### config.mk
export PLATFORM = sky130hd
export DESIGN_NAME = vga_timing_gen
export DESIGN_NICKNAME = d
export VERILOG_FILES = /design/src/rtl/vga_timing_gen.sv
export SDC_FILE = /design/constraint.sdc
export NUM_CORES = 1
export LEC_CHECK = 0
export CAP_MARGIN = 20
export CELL_PAD_IN_SITES_DETAIL_PLACEMENT = 0
export CELL_PAD_IN_SITES_GLOBAL_PLACEMENT = 1
export CORE_ASPECT_RATIO = 0.9
export CORE_UTILIZATION = 39
export CTS_BUF_LIST = sky130_fd_sc_hd__clkbuf_16
export DETAILED_ROUTE_END_ITERATION = 12
export PLACE_DENSITY = 0.81
export SYNTH_ARGS = -nofsm -noshare
export SYNTH_HDL_FRONTEND = slang
export SYNTH_SLANG_ARGS = --single-unit
### constraint.sdc
create_clock -name Clk -period 3.5 [get_ports Clk]
set_clock_uncertainty 0.15 [all_clocks]
set_input_delay 0.7 -clock Clk [delete_from_list [all_inputs] [get_ports Clk]]
set_output_delay 0.7 -clock Clk [all_outputs]
set_load 0.005 [all_outputs]
### src/rtl/vga_timing_gen.sv
// vga_timing_gen: 640x480@60 raster timing from the 50 MHz system clock.
// Produces a pixel-rate enable, DrawX/DrawY scan position, active-low syncs, blank,
// a frame strobe and a frame counter. A second copy of sync/blank is delayed by
// SYNC_DELAY pixel ticks so it lines up with the downstream ROM-lookup latency.
// Counters are 10 bits wide, so H_TOTAL and V_TOTAL must not exceed 1024.

module vga_timing_gen #(
  parameter int unsigned PIX_DIV    = 2,
  parameter int unsigned H_VISIBLE  = 640,
  parameter int unsigned H_FP       = 16,
  parameter int unsigned H_SYNC     = 96,
  parameter int unsigned H_BP       = 48,
  parameter int unsigned V_VISIBLE  = 480,
  parameter int unsigned V_FP       = 10,
  parameter int unsigned V_SYNC     = 2,
  parameter int unsigned V_BP       = 33,
  parameter int unsigned SYNC_DELAY = 2
) (
  input  logic       Clk,
  input  logic       Reset,
  output logic       pix_ce,
  output logic [9:0] DrawX,
  output logic [9:0] DrawY,
  output logic       hs,
  output logic       vs,
  output logic       blank_n,
  output logic       hs_d,
  output logic       vs_d,
  output logic       blank_n_d,
  output logic       frame_start,
  output logic [7:0] frame_count
);

  localparam int unsigned H_TOTAL = H_VISIBLE + H_FP + H_SYNC + H_BP;
  localparam int unsigned V_TOTAL = V_VISIBLE + V_FP + V_SYNC + V_BP;
  localparam int unsigned DIV_W   = (PIX_DIV > 1) ? $clog2(PIX_DIV) : 1;

  localparam logic [DIV_W-1:0] DIV_LAST = DIV_W'(PIX_DIV - 1);

  localparam logic [9:0] H_LAST       = 10'(H_TOTAL - 1);
  localparam logic [9:0] V_LAST       = 10'(V_TOTAL - 1);
  localparam logic [9:0] H_VIS_END    = 10'(H_VISIBLE);
  localparam logic [9:0] V_VIS_END    = 10'(V_VISIBLE);
  localparam logic [9:0] H_SYNC_START = 10'(H_VISIBLE + H_FP);
  localparam logic [9:0] H_SYNC_END   = 10'(H_VISIBLE + H_FP + H_SYNC);
  localparam logic [9:0] V_SYNC_START = 10'(V_VISIBLE + V_FP);
  localparam logic [9:0] V_SYNC_END   = 10'(V_VISIBLE + V_FP + V_SYNC);

  // Reset pattern for one delay stage: {hs, vs, blank_n}.
  localparam logic [2:0] DLY_RST = 3'b110;

  logic [DIV_W-1:0] div_q, div_d;
  logic [9:0]       x_q, x_d;
  logic [9:0]       y_q, y_d;
  logic             hs_q, hs_d_nxt;
  logic             vs_q, vs_d_nxt;
  logic             blank_n_q, blank_n_nxt;
  logic             frame_start_q, frame_start_nxt;
  logic [7:0]       frame_count_q, frame_count_nxt;
  logic             h_last, v_last, wrap;

  // Pixel enable is a pure decode of the divider so it is valid straight out of reset.
  always_comb begin
    pix_ce = (div_q == DIV_LAST);
  end

  // Next-state: divider, raster counters and the sync/blank decode of the next position.
  always_comb begin
    div_d           = pix_ce ? '0 : div_q + 1'b1;
    h_last          = (x_q == H_LAST);
    v_last          = (y_q == V_LAST);
    wrap            = pix_ce & h_last & v_last;
    x_d             = x_q;
    y_d             = y_q;
    hs_d_nxt        = hs_q;
    vs_d_nxt        = vs_q;
    blank_n_nxt     = blank_n_q;
    frame_start_nxt = wrap;
    frame_count_nxt = frame_count_q + {7'd0, wrap};
    if (pix_ce) begin
      if (h_last) begin
        x_d = '0;
        y_d = v_last ? '0 : y_q + 10'd1;
      end else begin
        x_d = x_q + 10'd1;
      end
      // Decode the position being loaded so sync/blank stay coincident with DrawX/DrawY.
      hs_d_nxt    = ~((x_d >= H_SYNC_START) && (x_d < H_SYNC_END));
      vs_d_nxt    = ~((y_d >= V_SYNC_START) && (y_d < V_SYNC_END));
      blank_n_nxt = (x_d < H_VIS_END) && (y_d < V_VIS_END);
    end
  end

  // State registers with synchronous reset; blank_n holds 0 until the first pixel tick.
  always_ff @(posedge Clk) begin
    if (Reset) begin
      div_q         <= '0;
      x_q           <= '0;
      y_q           <= '0;
      hs_q          <= 1'b1;
      vs_q          <= 1'b1;
      blank_n_q     <= 1'b0;
      frame_start_q <= 1'b0;
      frame_count_q <= '0;
    end else begin
      div_q         <= div_d;
      x_q           <= x_d;
      y_q           <= y_d;
      hs_q          <= hs_d_nxt;
      vs_q          <= vs_d_nxt;
      blank_n_q     <= blank_n_nxt;
      frame_start_q <= frame_start_nxt;
      frame_count_q <= frame_count_nxt;
    end
  end

  // Drive the undelayed outputs straight from their registers.
  always_comb begin
    DrawX       = x_q;
    DrawY       = y_q;
    hs          = hs_q;
    vs          = vs_q;
    blank_n     = blank_n_q;
    frame_start = frame_start_q;
    frame_count = frame_count_q;
  end

  if (SYNC_DELAY == 0) begin : g_no_delay
    // Zero delay: the aligned copies are the raw outputs.
    always_comb begin
      hs_d      = hs_q;
      vs_d      = vs_q;
      blank_n_d = blank_n_q;
    end
  end else begin : g_delay
    logic [2:0] dly_q [SYNC_DELAY];

    // Shift register advancing one stage per pixel tick; reset flushes it to idle syncs.
    always_ff @(posedge Clk) begin
      if (Reset) begin
        for (int i = 0; i < int'(SYNC_DELAY); i++) begin
          dly_q[i] <= DLY_RST;
        end
      end else if (pix_ce) begin
        dly_q[0] <= {hs_q, vs_q, blank_n_q};
        for (int i = 1; i < int'(SYNC_DELAY); i++) begin
          dly_q[i] <= dly_q[i-1];
        end
      end
    end

    // Tap the last stage.
    always_comb begin
      hs_d      = dly_q[SYNC_DELAY-1][2];
      vs_d      = dly_q[SYNC_DELAY-1][1];
      blank_n_d = dly_q[SYNC_DELAY-1][0];
    end
  end

endmodule

==> results of run 1 <==
-- worst max-delay path, delay by kind of cell, from the launching register on --
kind | cells | cell delay [ns]
xor gates and xnor gates | 1 | 0.16
adders and majority gates | 3 | 0.67
DFF | 1 | 0.49
and+or+nand+nor | 5 | 1.00
-- cell type report --
| type | instances | share of cell area |
|---|---|---|
| Multi-Input combinational cell | 176 | 0.430 |
| Tap cell | 65 | 0.0305 |
| Inverter | 4 | 0.00564 |
| Clock buffer | 5 | 0.0470 |
| Timing Repair Buffer | 40 | 0.147 |
| Clock inverter | 3 | 0.0240 |
| Sequential cell | 39 | 0.316 |
-- worst max-delay path by stage --
stage | from | end | slack, ns | cells after the start
global route | DrawX[0] | frame_count[6] | 0.74 | 9
finish | DrawX[0] | frame_count[6] | 0.93 | 9
detailed placement | DrawX[0] | frame_count[6] | 0.93 | 9
CTS | DrawX[0] | frame_count[6] | 0.92 | 9
global placement | DrawX[0] | frame_count[5] | 1.09 | 9
floorplan | DrawX[0] | frame_count[6] | 1.08 | 11
-- cells by family (layout without fill, tap and decap cells) --
kind of cell | Yosys count | after routing | synth area share
adders and majority gates | 6 | 6 | 0.0365
muxes | 4 | 4 | 0.0201
and+or+nand+nor | 107 | 107 | 0.300
buffers and inverters | 14 | 52 | 0.0341
DFF | 39 | 39 | 0.409
AOI/OAI and AO/OA | 44 | 44 | 0.136
xor gates and xnor gates | 15 | 15 | 0.0639
-- stage by stage --
| stage | area [um2] | hold WS, ns |
|---|---|---|
| after floorplan | 2060 | 0.327 |
| after global placement | 2470 | 0.329 |
| after detailed placement | 2470 | 0.338 |
| after CTS | 2660 | 0.352 |
| after global routing | 2660 | 0.376 |
| final | 2660 | 0.350 |
-- routing by layer --
layer  up-vias  GRT usage  share of wire
met1       862      0.269           0.50
li1        903          -              -
met3         6     0.0400          0.051
met5         -          0              0
met2        48      0.282           0.43
met4         0     0.0885          0.018
-- flip-flops by register name, summed over array words and instances (netlist names) --
signal and flops:
hs 1, blank_n 1, frame_start 1, pix_ce 1
vs 1, DrawY 10, DrawX 10, frame_count 8
g_delay.dly_q 6
-- layout by cell type (no fill, tap or decap), types with 4 or more instances in the layout --
cell	synthesis	final
sky130_fd_sc_hd__and3_1	8	8
sky130_fd_sc_hd__o21ai_0	14	14
sky130_fd_sc_hd__nand3_1	7	7
sky130_fd_sc_hd__a21oi_1	14	14
sky130_fd_sc_hd__nand4_1	5	5
sky130_fd_sc_hd__edfxtp_1	6	6
sky130_fd_sc_hd__inv_1	4	5
sky130_fd_sc_hd__xor2_1	8	8
sky130_fd_sc_hd__xnor2_1	7	7
sky130_fd_sc_hd__nand2_1	19	19
sky130_fd_sc_hd__nor2_1	27	27
sky130_fd_sc_hd__clkdlybuf4s50_1	0	37
sky130_fd_sc_hd__ha_1	6	6
sky130_fd_sc_hd__nand2b_1	7	7
sky130_fd_sc_hd__clkbuf_16	0	5
sky130_fd_sc_hd__nor2b_1	4	4
sky130_fd_sc_hd__nor3_1	4	4
sky130_fd_sc_hd__dfxtp_1	33	33
-- where the power goes --
part / leakage, uW / internal, uW / switching [uW]
sequential: 0.000317 / 460 / 7.09
combinational: 0.000524 / 15.9 / 23.3
clock: 0.0000952 / 406 / 180
total: 0.000936 / 882 / 210
==> reports/results.md, run 1 <==
| Stage | Item | This run |
|---|---|---|
| clock network | Clock Sinks | 39 |
| synth | Warning count from the yosys run | 0 |
| critical path | Reg-to-reg slack, setup | 0.93 ns |
| drt | Number of remaining DRC errors | 0 |
| place | Count of buffers from port buffering | 37 |
| place | Worst slack after detailed placement | 0.933 ns |
| floorplan | Height of the chip | 70.9 um |
| critical path | Most common cell type on the critical path | sky130_fd_sc_hd__ha_1 |
| outcome | Outcome | finished clean |
| layout | Antenna cells | 0 |
| synth | Number of unique standard cell types used by synthesis | 52 |
| clock network | CTS H-Tree Depth | 2 |
| floorplan | X dimension of the die | 78.5 um |
| clock network | Clock transition time at the flip-flop clock pins of the worst setup and hold paths | 0.06 ns |
| critical path | Library cell contributing the largest single delay on the critical path | sky130_fd_sc_hd__dfxtp_1 |
| critical path | Reg2Reg Depth | 9 |
| synth | Synthesized area divided by synthesized cell count | 8.98 um2 |
| synth | Netlist Area Pre-Place | 2060 um2 |
| drt | Antenna Nets Post-Route | 0 |
| synth | Number of cells produced by synthesis | 229 |
| timing | Endpoints failing setup | 0 |
| drt | Post-detailed-routing wire length | 4.93 mm |
| synth | Most common flop cell mapped by yosys | sky130_fd_sc_hd__dfxtp_1 |
| critical path | End of the worst register-to-register path | frame_count[6] |
| synth | Most numerous cell in the Yosys netlist | sky130_fd_sc_hd__dfxtp_1 |
| critical path | Series of cell instances along the critical path | ha_1 -> and4_1 -> and3_2 -> and3_1 -> ha_1 -> ha_1 -> nand3_1 -> xor2_1 -> nor2_1 |
| floorplan | Core outline area | 4950 um2 |
| layout | Register area | 841 um2 |
| critical path | Worst stage delay on the critical path | 0.49 ns |
| layout | Fraction of final layout cells with drive strength greater than 1 | 0.0824 |
| drt | DR pass1 iterations | 4 |
| timing | Worst max-slew margin expressed relative to the limit | 0.673 |
| synth | Fraction of the yosys area taken by sequential cells | 0.409 |
| layout | Final core utilization | 0.538 |
| place | Post-DP HPWL | 3.44 mm |
| clock network | Post-cts gate resize count | 0 |
| timing | Final hold vios | 0 |
| critical path | Max FO, Critical Path | 9 |
| floorplan | Number of primary I/O pins | 38 |
| global route | Number of antenna violations at the first check in global routing | 0 |
| min path | Terminating pin of the worst hold path | g_delay.dly_q[0][4] |
| clock network | Clk Latency, worst-skew pair | 0.28 ns |
| global route | Total routing resource utilization after global routing | 0.192 |
| floorplan | DIE AREA | 5570 um2 |
| pwr | Power density relative to cell area | 410 nW/um2 |
| pwr | Peak supply drop | 0.289 mV |
| synth | Largest area contributor in the netlist | sky130_fd_sc_hd__dfxtp_1 |
| place | Final weighted congestion in routability-driven placement | 0.827 |
| synth | Net count after synthesis | 237 |
| clock network | Clock tree from TritonCTS | done |
| min path | Startpoint of the most critical hold path | g_delay.dly_q[0][1] |
| layout | Post-Layout Cell Count | 332 |
| min path | Number of cells on the worst hold path | 1 |
| drt | Total number of vias | 1819 |
| synth | Top-area cell type share of the netlist area | 0.321 |
| clock network | Number of buffers added for setup after CTS | 0 |
| synth | Most used standard cells in the synthesized netlist | sky130_fd_sc_hd__dfxtp_1 (33), sky130_fd_sc_hd__nor2_1 (27), sky130_fd_sc_hd__nand2_1 (19) |
| layout | Filler instances | 457 |
| clock network | Clock buffers created by TritonCTS | 5 |
| timing | Max-slew violation count | 0 |
| synth | Async S/R FF share, synth | 0 |
| pwr | Static Leakage | 0.000936 uW |
| global route | Pin count of the biggest net entering global routing | 25 |
| clock network | Clock buffer depth | 2 |
| run | Count of maximum capacitance violations | 0 |
| timing | Setup repair after global routing missed its margin | false |
| critical path | Crit Path Class | register to register |
| synth | Total of flip-flops plus latches after synthesis | 39 |
| critical path | Beginning of the worst register-to-register path | DrawX[0] |
| synth | Cell types with the largest area share after synthesis | sky130_fd_sc_hd__dfxtp_1 (32%), sky130_fd_sc_hd__edfxtp_1 (8.8%), sky130_fd_sc_hd__nor2_1 (4.9%), sky130_fd_sc_hd__ha_1 (3.7%), sky130_fd_sc_hd__nand2_1 (3.5%) |
| timing | Setup slack of the critical path after layout | 0.925 ns |
| layout | Multi-input combinational cell area | 1140 um2 |
| synth | Count of flip-flops with a built-in enable after synthesis | 6 |
| global route | Total grt overflow | 0 |
| place | Placed insts | 324 |
| pwr | Post-route total power | 1090 uW |
| critical path | Endpoint arrival time on the critical path | 2.59 ns |
| clock network | Hold-fix buffers at CTS | 0 |
| timing | Fraction of the cycle the final worst path needs | 0.736 |
| timing | Setup TNS after final layout | 0 ns |
| global route | Vias in the first global route | 1619 |
| critical path | CP Data Required Time | 3.52 ns |
| floorplan | Cell Rows | 24 |
| drt | Routed vias/inst | 5.48 |
| critical path | CP startpoint kind | register |
| timing | Least-Margin Pin Slew | 0.479 ns |
| min path | Type of the most critical hold path | register to register |
| timing | Fmax | 388 MHz |
| drt | Routed length per placed instance | 14.9 um |
| timing | Post-layout min period | 2.57 ns |
| clock network | CTS Root Cell | sky130_fd_sc_hd__clkbuf_16 |
| layout | Net count reported at finish | 274 |
| drt | First DRT Iteration DRCs | 149 |
| layout | Area growth, synth to finish | 29.6% |
| critical path | Endpoint kind of the worst setup timing path | register |
| global route | Wire length of the first global-routing pass | 8.15 mm |
| floorplan | Initial Utilization | 0.415 |
Note: power is estimated with default switching activity, not from simulation.
==> run 2, diff against run 1 <==
clock period = 2.4 ns   (was 3.5 ns; I/O delays follow)
==> run 2 against run 1 <==
Compared with the run above: utilization increased by 1.7 points; critical path depth is 1 lower; register-to-register slack lost 0.70 ns; combinational power up 77%; sequential power is 45% higher; clock power rose by 20%; die area stayed put; cell count is 4.2% higher; routed wire length is 4.2% lower; via count rose by 0.11%; critical endpoint is now frame_count[5].
==> reports/results.md, run 2 (same netlist as run 1, synthesis figures left out) <==
| Stage | Item | This run | Change |
|---|---|---|---|
| timing | Endpoints failing setup | 0 | unchanged |
| outcome | Outcome | finished clean |  |
| critical path | Reg2Reg Depth | 8 | -1 |
| timing | Final hold vios | 0 | unchanged |
| clock network | Clock buffers created by TritonCTS | 5 | unchanged |
| timing | Setup repair after global routing missed its margin | false |  |
| place | Worst slack after detailed placement | 0.217 ns | -0.716 ns |
| layout | Net count reported at finish | 288 | +5.1% |
| place | Final weighted congestion in routability-driven placement | 0.809 | -2.3% |
| timing | Post-layout min period | 2.18 ns | -0.396 ns |
| layout | Post-Layout Cell Count | 346 | +4.2% |
| floorplan | Number of primary I/O pins | 38 | unchanged |
| floorplan | Initial Utilization | 0.415 | unchanged |
| drt | Post-detailed-routing wire length | 4.73 mm | -4.2% |
| critical path | Reg-to-reg slack, setup | 0.22 ns | -0.70 ns |
| timing | Setup slack of the critical path after layout | 0.221 ns | -0.704 ns |
| min path | Number of cells on the worst hold path | 1 | unchanged |
| pwr | Post-route total power | 1450 uW | +33% |
| place | Post-DP HPWL | 3.51 mm | +1.9% |
| global route | Total grt overflow | 0 | unchanged |
| layout | Filler instances | 462 | +1.1% |
| critical path | Endpoint arrival time on the critical path | 2.20 ns | -0.39 ns |
| timing | Fmax | 459 MHz | +18% |
| global route | Pin count of the biggest net entering global routing | 16 | -36% |
| global route | Vias in the first global route | 1670 | +3.2% |
| floorplan | Core outline area | 4950 um2 | unchanged |
| critical path | CP Data Required Time | 2.42 ns | -1.10 ns |
| drt | Routed length per placed instance | 13.7 um | -8.1% |
| min path | Startpoint of the most critical hold path | g_delay.dly_q[0][2] |  |
| min path | Terminating pin of the worst hold path | g_delay.dly_q[0][5] |  |
| floorplan | Height of the chip | 70.9 um | unchanged |
| drt | Antenna Nets Post-Route | 0 | unchanged |
| critical path | Endpoint kind of the worst setup timing path | register |  |
| timing | Setup TNS after final layout | 0 ns | unchanged |
| floorplan | X dimension of the die | 78.5 um | unchanged |
| clock network | Clock Sinks | 39 | unchanged |
| pwr | Clock share of power | 0.485 | -0.051 |
| timing | Fraction of the cycle the final worst path needs | 0.908 | +0.172 |
| clock network | CTS H-Tree Depth | 2 | unchanged |
| critical path | Beginning of the worst register-to-register path | DrawY[6] |  |
| floorplan | DIE AREA | 5570 um2 | unchanged |
| critical path | Crit Path Class | register to register |  |
| pwr | Net load switching power | 306 uW | +45% |
| critical path | CP startpoint kind | register |  |
| pwr | Internal power | 1140 uW | +30% |
| clock network | Clock transition time at the flip-flop clock pins of the worst setup and hold paths | 0.06 ns | about the same |
| layout | Most frequent standard cell in the layout excluding fill and tap cells | sky130_fd_sc_hd__clkdlybuf4s50_1 |  |
| layout | Commonest non-fill, non-tap cells in the layout | sky130_fd_sc_hd__clkdlybuf4s50_1 (37), sky130_fd_sc_hd__dfxtp_1 (33), sky130_fd_sc_hd__nor2_1 (27), sky130_fd_sc_hd__nand2_1 (19), sky130_fd_sc_hd__buf_4 (17) |  |
| layout | Antenna cells | 0 | unchanged |
| floorplan | Cell Rows | 24 | unchanged |
| global route | Total routing resource utilization after global routing | 0.184 | -0.00771 |
| global route | Number of antenna violations at the first check in global routing | 0 | unchanged |
| layout | Area growth, synth to finish | 33.6% |  |
| pwr | Peak supply drop | 0.340 mV | +18% |
| drt | First DRT Iteration DRCs | 109 | -27% |
| timing | Least-Margin Pin Slew | 0.432 ns | -0.0466 ns |
| drt | Routed vias/inst | 5.26 | -3.9% |
| drt | DR pass1 iterations | 4 | unchanged |
| pwr | Sequential share of power | 0.467 | +0.039 |
| drt | Number of remaining DRC errors | 0 | unchanged |
| min path | Type of the most critical hold path | register to register |  |
| drt | Total number of vias | 1821 | +0.11% |
| critical path | Max FO, Critical Path | 6 | -3 |
| timing | Max-slew violation count | 0 | unchanged |
| clock network | Clock buffer depth | 2 | unchanged |
| clock network | Clk Latency, worst-skew pair | 0.28 ns | about the same |
| pwr | Power density relative to cell area | 528 nW/um2 | +29% |
| clock network | Clock tree from TritonCTS | done |  |
| timing | Worst max-slew margin expressed relative to the limit | 0.708 | +0.0353 |
| pwr | Switching Fraction | 0.211 | +0.0182 |
| critical path | End of the worst register-to-register path | frame_count[5] |  |
| pwr | Share of power burned in combinational logic | 0.048 | +0.012 |
| clock network | CTS Root Cell | sky130_fd_sc_hd__clkbuf_16 |  |
| place | Placed insts | 338 | +4.3% |
| pwr | Static Leakage | 0.000992 uW | +6.0% |
| run | Count of maximum capacitance violations | 0 | unchanged |
| place | Count of buffers from port buffering | 37 | unchanged |
| layout | Fraction of final layout cells with drive strength greater than 1 | 0.135 | +0.0528 |
| global route | Wire length of the first global-routing pass | 8.01 mm | -1.7% |
run 2: changes by cell type in the layout (fill, tap and decap cells not counted):
cell	before	now
sky130_fd_sc_hd__a22oi_2	0	1
sky130_fd_sc_hd__clkbuf_16	5	6
sky130_fd_sc_hd__a22oi_1	1	0
sky130_fd_sc_hd__inv_1	5	4
sky130_fd_sc_hd__bufinv_16	2	0
sky130_fd_sc_hd__buf_4	3	17
sky130_fd_sc_hd__ha_2	0	1
sky130_fd_sc_hd__clkinv_2	0	1
sky130_fd_sc_hd__clkinv_1	0	1
sky130_fd_sc_hd__ha_1	6	5
run 2: layout make-up:
cell class,instances,area (um2),area share
clock buffer,6,150,0.0547
clock inverter,2,8.76,0.00319
inverter,4,15.0,0.00547
multi-input combinational,176,1150,0.420
sequential,39,841,0.306
tap,65,81.3,0.0296
timing repair buffer,54,498,0.181
run 2: layer usage:
metal / up-vias / track usage / wire, um
li1: 929 / - / -
met1: 846 / 0.255 / 2430
met2: 40 / 0.287 / 2030
met3: 6 / 0.0361 / 214
met4: 0 / 0.0617 / 59
met5: - / 0 / 0
run 2: power groups by stage:
stage          logic [uW]  registers, uW  clock network (uW)
2_1_floorplan        32.1            694                   0
3_3_place_gp         68.9            691                   0
3_5_place_dp         69.0            692                   0
4_1_cts              69.8            678                 715
5_1_grt              77.1            678                 742
6_report             69.4            677                 704
run 2: stage by stage:
step	instance area, um2	hold WS, ns	utilization
final	2750	0.349	0.554
after global routing	2750	0.381	0.554
after detailed placement	2580	0.339	0.521
after global placement	2580	0.330	0.521
after CTS	2740	0.354	0.553
after floorplan	2060	0.327	-
run 2: worst max-delay path: stages (launching register included):
cell	delay, ns
sky130_fd_sc_hd__dfxtp_1	0.34
sky130_fd_sc_hd__nor4b_1	0.45
sky130_fd_sc_hd__and4_1	0.31
sky130_fd_sc_hd__and3_1	0.17
sky130_fd_sc_hd__ha_1	0.15
sky130_fd_sc_hd__and3_1	0.20
sky130_fd_sc_hd__nand3_1	0.10
sky130_fd_sc_hd__xor2_1	0.14
sky130_fd_sc_hd__nor2_1	0.05
run 2: timing repair:
item,in CTS,in global routing
gates resized for setup,0,1
setup endpoints to repair,0,1
buffers inserted,0,0
hold buffers,0,0
endpoints found under the hold margin,0,0
run 2: worst max-delay path by stage:
stage | from | endpoint | slack (ns) | cells past startpoint
2_1_floorplan | DrawX[0] | frame_count[5] | 0.01 | 11
3_3_place_gp | Reset | hs | 0.23 | 5
3_5_place_dp | DrawX[0] | blank_n | 0.22 | 8
4_1_cts | DrawX[0] | blank_n | 0.20 | 8
5_1_grt | DrawX[1] | blank_n | 0.05 | 8
6_report | DrawY[6] | frame_count[5] | 0.22 | 8
==> run 3, diff against run 2 <==
CORE_MARGIN = 3   (was default)
PLACE_DENSITY = default   (was 0.81)
PLACE_DENSITY_LB_ADDON = 0.15   (was default)
==> run 3 against run 2 <==
Compared with the run above: utilization decreased by 0.33 points; design area shrank 0.59%; die area rose by 11%; clock-buffer cell count shrank 1; critical path depth increased by 1; critical path type unchanged; worst hold slack gained 0.0059 ns; global-route usage is 1.4 points lower; clock power down 9.7%; routed wire length grew 0.91%; total power down 4.8%.
==> reports/results.md, run 3 (same netlist as run 1, synthesis figures left out) <==
| Stage | Item | This run | Change |
|---|---|---|---|
| outcome | Outcome | finished clean |  |
| pwr | Static Leakage | 0.000992 uW | about the same |
| place | Count of buffers from port buffering | 37 | unchanged |
| drt | Routed vias/inst | 5.16 | -1.9% |
| timing | Endpoints failing setup | 0 | unchanged |
| clock network | CTS H-Tree Depth | 2 | unchanged |
| drt | Met3 routed wirelength | 187 um | -13% |
| clock network | Clock tree from TritonCTS | done |  |
| critical path | Library cell contributing the largest single delay on the critical path | sky130_fd_sc_hd__dfxtp_1 |  |
| pwr | Internal power | 1080 uW | -5.8% |
| critical path | Beginning of the worst register-to-register path | DrawX[0] |  |
| floorplan | DIE AREA | 6180 um2 | +11% |
| clock network | Clock transition time at the flip-flop clock pins of the worst setup and hold paths | 0.06 ns | about the same |
| critical path | Series of cell instances along the critical path | ha_2 -> and4_1 -> and3_2 -> and3_1 -> ha_1 -> and3_1 -> nand3_1 -> xor2_1 -> nor2_1 |  |
| floorplan | Number of primary I/O pins | 38 | unchanged |
| pwr | Net load switching power | 302 uW | -1.4% |
| clock network | Clk Latency, worst-skew pair | 0.28 ns | about the same |
| timing | Worst max-slew margin expressed relative to the limit | 0.709 | +0.000916 |
| floorplan | Initial Utilization | 0.415 | unchanged |
| critical path | Worst stage delay on the critical path | 0.33 ns | -0.12 ns |
| critical path | End of the worst register-to-register path | frame_count[5] |  |
| drt | Detailed route wirelength on metal2 | 2.08 mm | +2.3% |
| drt | Met1 wire length | 2.44 mm | +0.54% |
| critical path | CP Data Required Time | 2.41 ns | about the same |
| critical path | CP startpoint kind | register |  |
| pwr | Sequential share of power | 0.491 | +0.024 |
| pwr | Share of power burned in combinational logic | 0.048 | about the same |
| critical path | Most common cell type on the critical path | sky130_fd_sc_hd__and3_1 |  |
| critical path | Max FO, Critical Path | 7 | +1 |
| timing | Least-Margin Pin Slew | 0.431 ns | -0.00135 ns |
| min path | Terminating pin of the worst hold path | g_delay.dly_q[0][5] |  |
| timing | Final hold vios | 0 | unchanged |
| clock network | Post-cts gate resize count | 0 | unchanged |
| drt | First DRT Iteration DRCs | 97 | -11% |
| timing | Fmax | 450 MHz | -2.0% |
| layout | Most frequent standard cell in the layout excluding fill and tap cells | sky130_fd_sc_hd__clkdlybuf4s50_1 |  |
| drt | Number of remaining DRC errors | 0 | unchanged |
| drt | Antenna Nets Post-Route | 0 | unchanged |
| global route | Pin count of the biggest net entering global routing | 26 | +10 |
| timing | Post-layout min period | 2.22 ns | +0.0449 ns |
| critical path | Crit Path Class | register to register |  |
| place | Post-DP HPWL | 3.38 mm | -3.6% |
| critical path | Reg-to-reg slack, setup | 0.18 ns | -0.04 ns |
| place | Dpl cell area | 2590 um2 | +0.29% |
| floorplan | Cell Rows | 24 | unchanged |
| layout | Net count reported at finish | 289 | +0.35% |
| layout | Commonest non-fill, non-tap cells in the layout | sky130_fd_sc_hd__clkdlybuf4s50_1 (37), sky130_fd_sc_hd__dfxtp_1 (33), sky130_fd_sc_hd__nor2_1 (27), sky130_fd_sc_hd__nand2_1 (19), sky130_fd_sc_hd__buf_4 (18) |  |
| layout | Area growth, synth to finish | 32.8% |  |
| layout | Filler instances | 493 | +6.7% |
| clock network | Number of buffers added for setup after CTS | 0 | unchanged |
| min path | Startpoint of the most critical hold path | g_delay.dly_q[0][2] |  |
| place | Final weighted congestion in routability-driven placement | 0.801 | -1.0% |
| timing | Setup TNS after final layout | 0 ns | unchanged |
| global route | Total grt overflow | 0 | unchanged |
| global route | Number of antenna violations at the first check in global routing | 0 | unchanged |
| floorplan | Core outline area | 4950 um2 | unchanged |
| pwr | Power density relative to cell area | 506 nW/um2 | -4.3% |
| critical path | Endpoint arrival time on the critical path | 2.24 ns | +0.04 ns |
| layout | Final core utilization | 0.551 | -0.00328 |
| global route | Total routing resource utilization after global routing | 0.170 | -0.0144 |
| floorplan | X dimension of the die | 82.5 um | +5.1% |
| timing | Worst-case hold slack | 0.355 ns | +0.00589 ns |
| critical path | Reg2Reg Depth | 9 | +1 |
| pwr | Clock share of power | 0.461 | -0.024 |
| drt | Total number of vias | 1791 | -1.6% |
| drt | Routed length per placed instance | 13.7 um | +0.62% |
| global route | Wire length of the first global-routing pass | 8.05 mm | +0.52% |
| clock network | Clock buffer depth | 2 | unchanged |
| layout | Post-route cell area | 2730 um2 | -0.59% |
| drt | DR pass1 iterations | 4 | unchanged |
| min path | Number of cells on the worst hold path | 1 | unchanged |
| clock network | Clock buffers created by TritonCTS | 5 | unchanged |
| critical path | Number of buffer and inverter instances along the worst setup path | 0 | unchanged |
| floorplan | Height of the chip | 74.9 um | +5.6% |
| clock network | Clock Sinks | 39 | unchanged |
| drt | Post-detailed-routing wire length | 4.77 mm | +0.91% |
| timing | Setup repair after global routing missed its margin | false |  |
| global route | Vias in the first global route | 1639 | -1.9% |
| critical path | Dominant delay contributor by cell family on the critical path | simple AND/OR/NAND/NOR gates |  |
| critical path | Endpoint kind of the worst setup timing path | register |  |
| layout | Antenna cells | 0 | unchanged |
| pwr | Switching Fraction | 0.219 | +0.00763 |
| timing | Setup slack of the critical path after layout | 0.176 ns | -0.0449 ns |
| min path | Type of the most critical hold path | register to register |  |
| clock network | Hold-fix buffers at CTS | 0 | unchanged |
| timing | Fraction of the cycle the final worst path needs | 0.927 | +0.0187 |
| timing | Max-slew violation count | 0 | unchanged |
| drt | Top metal layer carrying routed signals | met4 |  |
| layout | Fraction of final layout cells with drive strength greater than 1 | 0.138 | +0.00307 |
| clock network | CTS Root Cell | sky130_fd_sc_hd__clkbuf_16 |  |
| place | Worst slack after detailed placement | 0.199 ns | -0.0175 ns |
| run | Count of maximum capacitance violations | 0 | unchanged |
| pwr | Peak supply drop | 0.270 mV | -21% |
[run 3: changes by cell type in the layout (fill, tap and decap cells not counted), sizes merged]
cell	before	now
buf	17	18
clkinv	2	3
clkbuf	6	5
[run 3: worst max path at each step]
stage | startpoint | endpoint | slack (ns) | depth (start not counted)
after floorplan | DrawX[0] | frame_count[5] | 0.01 | 11
after global placement | DrawY[1] | blank_n | 0.17 | 7
after detailed placement | DrawX[0] | frame_count[7] | 0.20 | 9
after CTS | DrawY[1] | blank_n | 0.17 | 7
after global routing | DrawY[1] | blank_n | 0.001 | 7
final | DrawX[0] | frame_count[5] | 0.18 | 9
[run 3: area by class of cell]
cell class,instances,area [um2],area share
timing repair buffer,55,505,0.185
clock buffer,5,125,0.0458
sequential,39,841,0.308
inverter,4,15.0,0.00550
clock inverter,3,15.0,0.00550
tap,65,81.3,0.0298
multi-input combinational,176,1150,0.420
[run 3: per-stage QoR]
stage,cells,power [uW]
floorplan,229,726
global placement,339,759
detailed placement,339,759
CTS,347,1400
global route,347,1440
finish,347,1380
[run 3: layer usage]
metal	vias to the layer above	GRT usage
met2	36	0.246
met3	5	0.0395
met1	822	0.247
met5	-	0
li1	928	-
met4	0	0.0617
[run 3: power by group through the flow]
stage | clock network, uW | logic (uW) | registers [uW]
finish | 636 | 66.1 | 679
global route | 684 | 73.2 | 680
CTS | 652 | 66.7 | 678
detailed placement | 0 | 66.3 | 693
global placement | 0 | 66.5 | 693
floorplan | 0 | 32.1 | 694
